===== config.mk =====
export PLATFORM = sky130hd
export DESIGN_NAME = param_sync_fifo
export DESIGN_NICKNAME = d
export VERILOG_FILES = /design/src/rtl/param_sync_fifo_pkg.sv /design/src/rtl/param_sync_fifo_mem.sv /design/src/rtl/param_sync_fifo.sv
export SDC_FILE = /design/constraint.sdc
export NUM_CORES = 1
export LEC_CHECK = 0
export ABC_AREA = 0
export BUFFER_PORTS_ARGS = -buffer_cell sky130_fd_sc_hd__buf_2
export CAP_MARGIN = 20
export CORE_MARGIN = 2
export CORE_UTILIZATION = 30
export DETAILED_ROUTE_END_ITERATION = 7
export GPL_TIMING_DRIVEN = 0
export SYNTH_ARGS = -nofsm -noshare
export SYNTH_HDL_FRONTEND = slang
export SYNTH_SLANG_ARGS = --single-unit

===== constraint.sdc =====
create_clock -name clk -period 3.17 [get_ports clk]
set_input_delay 0.317 -clock clk [delete_from_list [all_inputs] [get_ports clk]]
set_output_delay 0.317 -clock clk [all_outputs]
set_load 0.01 [all_outputs]

===== src/rtl/param_sync_fifo_pkg.sv =====
// Shared width helpers and read-mode constants for the parametrised sync FIFO.
package fifo_pkg;

   localparam int FWFT_OFF = 0;
   localparam int FWFT_ON  = 1;

   function automatic int addr_w(input int depth);
      return $clog2(depth);
   endfunction

   // One extra bit over the address distinguishes full from empty.
   function automatic int ptr_w(input int depth);
      return $clog2(depth) + 1;
   endfunction

endpackage


===== src/rtl/param_sync_fifo_mem.sv =====
// Register array: one synchronous write port, one asynchronous read address.
module fifo_mem
   import fifo_pkg::*;
#(
   parameter int DATA_W = 4,
   parameter int DEPTH  = 8
) (
   input  logic                      clk,
   input  logic                      wr_en,
   input  logic [addr_w(DEPTH)-1:0]  wr_addr,
   input  logic [DATA_W-1:0]         wr_data,
   input  logic [addr_w(DEPTH)-1:0]  rd_addr,
   output logic [DATA_W-1:0]         rd_data
);

   logic [DATA_W-1:0] mem [DEPTH];

   // Contents are deliberately left unreset.
   always_ff @(posedge clk) begin
      if (wr_en) mem[wr_addr] <= wr_data;
   end

   assign rd_data = mem[rd_addr];

endmodule


===== src/rtl/param_sync_fifo.sv =====
// Single-clock FIFO with occupancy count, almost flags, error pulses and optional FWFT read.
module param_sync_fifo
   import fifo_pkg::*;
#(
   parameter int DATA_W   = 4,
   parameter int DEPTH    = 8,
   parameter int AF_LEVEL = DEPTH - 1,
   parameter int AE_LEVEL = 1,
   parameter int FWFT     = FWFT_OFF
) (
   input  logic                       clk,
   input  logic                       reset,
   input  logic                       wr_en,
   input  logic [DATA_W-1:0]          data_in,
   input  logic                       rd_en,
   output logic [DATA_W-1:0]          data_out,
   output logic                       full,
   output logic                       empty,
   output logic                       almost_full,
   output logic                       almost_empty,
   output logic [$clog2(DEPTH):0]     count,
   output logic                       overflow,
   output logic                       underflow
);

   localparam int AW = addr_w(DEPTH);
   localparam int PW = ptr_w(DEPTH);
   localparam logic [PW-1:0] DEPTH_C = PW'(DEPTH);
   localparam logic [PW-1:0] AF_C    = PW'(AF_LEVEL);
   localparam logic [PW-1:0] AE_C    = PW'(AE_LEVEL);

   logic [PW-1:0]     wr_ptr, rd_ptr;
   logic              wr_acc, rd_acc;
   logic [DATA_W-1:0] rd_data;

   // Flags decode only the registered pointers.
   assign count        = wr_ptr - rd_ptr;
   assign full         = (count == DEPTH_C);
   assign empty        = (count == '0);
   assign almost_full  = (count >= AF_C);
   assign almost_empty = (count <= AE_C);

   assign rd_acc = rd_en && !empty;
   assign wr_acc = wr_en && (!full || rd_acc);

   fifo_mem #(.DATA_W(DATA_W), .DEPTH(DEPTH)) u_mem (
      .clk     (clk),
      .wr_en   (wr_acc),
      .wr_addr (wr_ptr[AW-1:0]),
      .wr_data (data_in),
      .rd_addr (rd_ptr[AW-1:0]),
      .rd_data (rd_data)
   );

   always_ff @(posedge clk or negedge reset) begin
      if (!reset) begin
         wr_ptr    <= '0;
         rd_ptr    <= '0;
         overflow  <= 1'b0;
         underflow <= 1'b0;
      end else begin
         if (wr_acc) wr_ptr <= wr_ptr + 1'b1;
         if (rd_acc) rd_ptr <= rd_ptr + 1'b1;
         overflow  <= wr_en && !wr_acc;
         underflow <= rd_en && !rd_acc;
      end
   end

   generate
      if (FWFT == FWFT_ON) begin : g_fwft
         assign data_out = rd_data;
      end else begin : g_reg
         always_ff @(posedge clk or negedge reset) begin
            if (!reset)      data_out <= '0;
            else if (rd_acc) data_out <= rd_data;
         end
      end
   endgenerate

endmodule


-- Word-level counts from Yosys, hierarchy flattened
Memory sizes are Yosys's and may differ from the RTL's. A register that Yosys moved wholly into a read port is not among the register bits.
Cells that the tools add are included.
- add/sub/neg operators: 3
- magnitude comparators: 2
- equal/unequal tests: 1
- mux-type cells: 2
- reductions and logical operators: 11
- operators by type and width (cell ; number):
    adder 4 x 1 -> 4 bit, second input constant ; 2
    logical NOT 1 bit ; 5
    == test 4 bit, second input constant ; 1
    greater-or-equal comparator 4 x 3 -> 1 bit, second input constant ; 1
    <= comparator 4 x 1 -> 1 bit, second input constant ; 1
    logical AND 1 bit ; 4
    logical NOT 4 bit ; 1
    subtractor 4 bit ; 1
    2-to-1 mux 1 bit ; 2
    logical OR 1 bit ; 1
- flip-flop bits (word level): 10
- bits in writable memories: 32
- input bits: 8
- output and inout bits: 14
- logic and storage cells: 24
- memories: 1
- memories (name ; depth ; bits a word ; rd ports ; clocked after memory_dff ; write ports ; line ; text):
    u_mem.mem ; 8 ; 4 ; 1 ; 1 ; 1 ; param_sync_fifo_mem.sv:16 ; logic [DATA_W-1:0] mem [DEPTH];

-- Longest topological paths before layout
- depth after elaboration: 8
- mapped depth: 10

-- Modules after synthesis
Synthesis repeated with hierarchy kept, for this count alone.
- cells, all modules: 141
- area total of the unflattened synthesis: 2139.6 um^2
- modules (own cells, without submodules) (module ; instances ; cells each ; area each (um^2) ; sequential area each (um^2)):
    fifo_mem ; 1 ; 59 ; 1290.0 ; 960.9
    param_sync_fifo ; 1 ; 82 ; 849.6 ; 350.3

-- Least setup slack after synthesis
OpenSTA, ideal clock, no wires.
- kind: reg2reg
- from: reg rd_ptr[1]
- to: mem u_mem.mem[2][0], enable pin
- library setup time: 0.361 ns
- arrival: 2.232 ns
- setup slack: 0.577 ns
- cell stages (with the launch flop): 9
- clock period less this slack: 2.593 ns
- cell sequence: dfrtp_1 -> clkbuf_1 -> inv_1 -> fa_1 -> inv_1 -> nand3_2 -> o41a_4 -> nand2_1 -> nor3_1
- word-level cells in the longest chain between the ends: 8
- elaborated cells on any way between the ends: 10
- those cells by class: add/sub (1); eq/ne (1); mux (2); reduce/logical (6)
- ends and longest elaborated chain (element ; line ; text):
    start: declaration ; param_sync_fifo.sv:32 ; logic [PW-1:0] wr_ptr, rd_ptr;
    start signal: assignment ; param_sync_fifo.sv:63 ; if (rd_acc) rd_ptr <= rd_ptr + 1'b1;
    subtractor 4 bit (*) ; param_sync_fifo.sv:37 ; assign count = wr_ptr - rd_ptr;
    net count[1] ; param_sync_fifo.sv:21 ; output logic [$clog2(DEPTH):0] count,
    logical NOT 4 bit ; param_sync_fifo.sv:39 ; assign empty = (count == '0);
    logical NOT 1 bit ; param_sync_fifo.sv:43 ; assign rd_acc = rd_en && !empty;
    logical AND 1 bit ; param_sync_fifo.sv:43 ;
    logical OR 1 bit (*) ; param_sync_fifo.sv:44 ; assign wr_acc = wr_en && (!full || rd_acc);
    logical AND 1 bit (*) ; param_sync_fifo.sv:44 ;
    2-to-1 mux 1 bit (*) ; param_sync_fifo_mem.sv:20 ; if (wr_en) mem[wr_addr] <= wr_data;
    2-to-1 mux 1 bit (not written as such) (*) ; param_sync_fifo_mem.sv:20 ;
    end: declaration ; param_sync_fifo_mem.sv:16 ;
The timed path passes the listed nets; every way through them passes the cells marked *.

-- Worst setup path in the final report
- from: reg rd_ptr[1]
- to: mem u_mem.mem[1][3], enable pin
- word-level cells in the longest chain between the ends: 8
- elaborated cells on any way between the ends: 10
- those cells by class: add/sub (1); eq/ne (1); mux (2); reduce/logical (6)
- ends and longest elaborated chain (element ; line):
    subtractor 4 bit (*) ; param_sync_fifo.sv:37
    logical NOT 4 bit ; param_sync_fifo.sv:39
    logical NOT 1 bit ; param_sync_fifo.sv:43
    logical AND 1 bit ; param_sync_fifo.sv:43
    logical OR 1 bit (*) ; param_sync_fifo.sv:44
    logical AND 1 bit (*) ; param_sync_fifo.sv:44
    2-to-1 mux 1 bit (*) ; param_sync_fifo_mem.sv:20
    2-to-1 mux 1 bit (not written as such) (*) ; param_sync_fifo_mem.sv:20
Mark *: on every way between the ends. The rest lies on a longest branch, timed or not.

==> impl_results.md <==
* R2R Setup Slk at 390 ps
* Clock latency on the worst-skew pair at 300 ps
* Initial Util at 31.42%
* Final Max Slew Viols at 0
* Critical Path RT at 3110 ps
* Worst-path cell chain: clkbuf_2, inv_1, ha_1, a21oi_1, a21oi_1, nor2_1, o31ai_2, nor3_1
* Starting DRT DRC Count at 49
* Syn avg cell area at 15.37 um2
* First-pass GRT wire length at 5.664 mm
* Drt first pass iters at 4
* RePlAce Congestion at 0.7415
* Hold Path Depth at 2
* N_diodes at 0
* CP peak stage delay at 560 ps
* Worst-Margin Slew at 640.8 ps
* Outcome: completed
* Crit path DAT at 2720 ps
* Synth top cells by count: edfxtp_1 (32), dfrtp_1 (14), inv_1 (9)
* Port bufs at 21
* Ratio of cells with drive above 1 in the final layout at 30.25%
* # rows at 29
* Clock Skew at 7.896 ps
* Initial antenna violation count at 0
* Post-synthesis sequential area ratio at 64.61%
* Ys flop type: edfxtp_1
* Hold Fails Final Rpt at 0
* Clock buffer count from CTS at 5
* Crit share post-route at 87.63%
* Critical path's slowest cell: nor3_1
* Synth area leaders: edfxtp_1 (47%), dfrtp_1 (17%), mux4_2 (8.9%)
* Crit path launch type: flop
* P_sw at 1.003 mW
* ANT nets after route at 0
* RSZ-0062 raised after global routing: no
* Synth cell types at 34
* Synth Warn # at 0
* Placed cell count at 230
* Synth Register Bits at 46
* Post-CTS Setup Inserts at 0
* CP dominant cell by count: a21oi_1
* Syn nets at 146
* Multi-input logic area at 671.9 um2
* Grt peak-use layer: met2
* Reg power frac at 36.3%
* Synthesized cell area at 2029 um2
* Die X at 86.25 um
* CTS Root Cell: clkbuf_8
* Final non-filler cell total at 239
* Crit-path max FO at 10
* EDFF count, synth at 32
* Reg2reg end: u_mem.mem[1][3]$_DFFE_PP_
* Worst rel slew slack at 56.95%
* Final design area excluding fillers at 2346 um2
* GRT overflow at 0
* Cell with the most instances after synthesis: edfxtp_1
* VDD IR-drop max at 0.3371 mV
* Leak at 0.9067 nW
* Clock Power Share at 14.6%
* Worst setup path class: reg -> reg
* Met1 layer usage reported by global route at 14.10%
* Crit. End Element: flop
* Placed cell area at 2231 um2
* Routed length per instance at 14.16 um
* # DRC at 0
* MaxCap Viol Count at 0
* Met3 global-route usage at 3.524%
* Final hold slack at 271.5 ps
* Tot Pwr at 2.496 mW
* Register clock-pin slew on the reported worst setup and hold paths at 90 ps
* Fmax at 360.0 MHz
* Die height at 86.25 um
* Core area at 6459 um2
* DP HPWL at 2.425 mm
* Ys async rst share at 30.43%
* Vias/cell at 4.573
* Setup TNS at 0 ps
* P&R area growth vs syn at 15.60%
* Vias post-DR at 1093
* Die area at 7439 um2
* Sw Share at 40.21%
* Start of the worst register-to-register path: rd_ptr[1]$_DFFE_PN0P_
* Post-Route WL at 3.385 mm
* P per Cell Area at 1064 nW/um2
* Overall global routing resource usage at 10.21%
* Final min period at 2778 ps
* CTS tree: done
* Synth top area share at 47.35%
* Pin count of the biggest net entering global routing at 17
* Internal Power at 1.492 mW
* Worst Hold Endpoint: overflow$_DFF_PN0_
* Fillers at 646
* # H-tree levels at 2
* Setup violators final at 0
* R2R cell count at 8
* Bufs on Longest Clock Path at 2
* Final Net Count at 175
* FF+latch area at 1311 um2
* Worst Hold Launch: rd_en
* Vias in the first global route at 1088
* Global-route met2 utilization at 14.94%
* Worst min path class: in -> reg
* Yosys top cell by area: edfxtp_1
* Post-Syn Instances at 132
* Gate power share at 49.1%
* Clk sinks at 46
* I/O pins at 22
## registers in the layout, summed over array words and instances, names as in the netlist
register,count
underflow,1
data_out,4
overflow,1
wr_ptr,4
u_mem.mem,32
rd_ptr,4
## repair_timing
| action | CTS | global route |
|---|---|---|
| setup endpoints to repair | 4 | 30 |
| hold buffers | 1 | 0 |
| cloned | 0 | 0 |
| gates resized for setup | 1 | 3 |
| hold endpoints to repair | 14 | 0 |
## critical path, delay by kind of cell, from the launching register on
kind | cells | cell delay [ps]
AND/OR/NAND/NOR | 2 | 880
AO/OA/AOI/OAI | 3 | 530
buffers and inverters | 2 | 410
flip-flops | 1 | 390
adder cells (fa/ha/maj) | 1 | 230
## stage by stage
stage | worst slack [ps] | utilization, %
final | 392.3 | 36.32
after CTS | 102.7 | 36.23
after global routing | 155.4 | 36.32
after detailed placement | -45.86 | 34.54
after floorplan | 576.9 | -
after global placement | 33.56 | 34.54
## power groups by stage
stage,clock network [mW],registers [mW],logic (mW)
after global placement,0,0.913,1.22
after CTS,0.377,0.905,1.24
after floorplan,0,0.905,0.896
final,0.364,0.905,1.23
after detailed placement,0,0.916,1.23
after global routing,0.409,0.928,1.39
## area by class of cell
cell class / instances / share of cell area (%)
Inverter: 10 / 1.600
Clock inverter: 3 / 1.013
Sequential cell: 46 / 55.89
Timing Repair Buffer: 22 / 4.907
Multi-Input combinational cell: 72 / 28.64
Tap cell: 77 / 4.107
Clock buffer: 5 / 2.933
Buffer: 4 / 0.9067
## worst max path at each step
stage / start / slack (ps) / cells after the start / end
6_report: rd_ptr[1]$_DFFE_PN0P_ / 390 / 8 / u_mem.mem[1][3]$_DFFE_PP_
3_5_place_dp: rd_ptr[1]$_DFFE_PN0P_ / -50 / 8 / u_mem.mem[0][1]$_DFFE_PP_
3_3_place_gp: rd_ptr[1]$_DFFE_PN0P_ / 30 / 8 / u_mem.mem[0][1]$_DFFE_PP_
2_1_floorplan: rd_ptr[1]$_DFFE_PN0P_ / 580 / 8 / u_mem.mem[2][0]$_DFFE_PP_
5_1_grt: rd_ptr[1]$_DFFE_PN0P_ / 160 / 8 / u_mem.mem[1][1]$_DFFE_PP_
4_1_cts: rd_ptr[1]$_DFFE_PN0P_ / 100 / 8 / u_mem.mem[1][1]$_DFFE_PP_
## cells in the final DEF, fill, tap and decap left out, drive strengths merged, types with 2 or more instances in the layout
cell type  netlist  routed
a21oi            3       3
buf              3      24
clkbuf           1       6
clkinvlp         0       2
dfrtp           14      14
edfxtp          32      32
ha               5       5
inv             10      11
mux2             2       2
mux2i            4       4
mux4             8       8
nand2            8       8
nand3            2       2
nor2             7       7
nor3             7       7
o21ai            4       4
o31ai            3       3
xnor2            7       7
xor2             2       2
## layer usage
metal	routed length, um	vias up	part of all wire, %
met3	136	5	4.0
met4	58	0	1.7
met1	1636	527	48
met5	0	-	0
met2	1553	16	46
li1	-	545	-
## cell families after synthesis
family | after synthesis | synth area share (%)
xor+xnor | 9 | 3.884
buf+inv | 14 | 2.835
mux | 14 | 12.15
flops | 46 | 64.61
compound gates | 12 | 4.747
fa+ha+maj | 6 | 4.069
simple gates | 31 | 7.708
(Power assumes the default switching activity.)
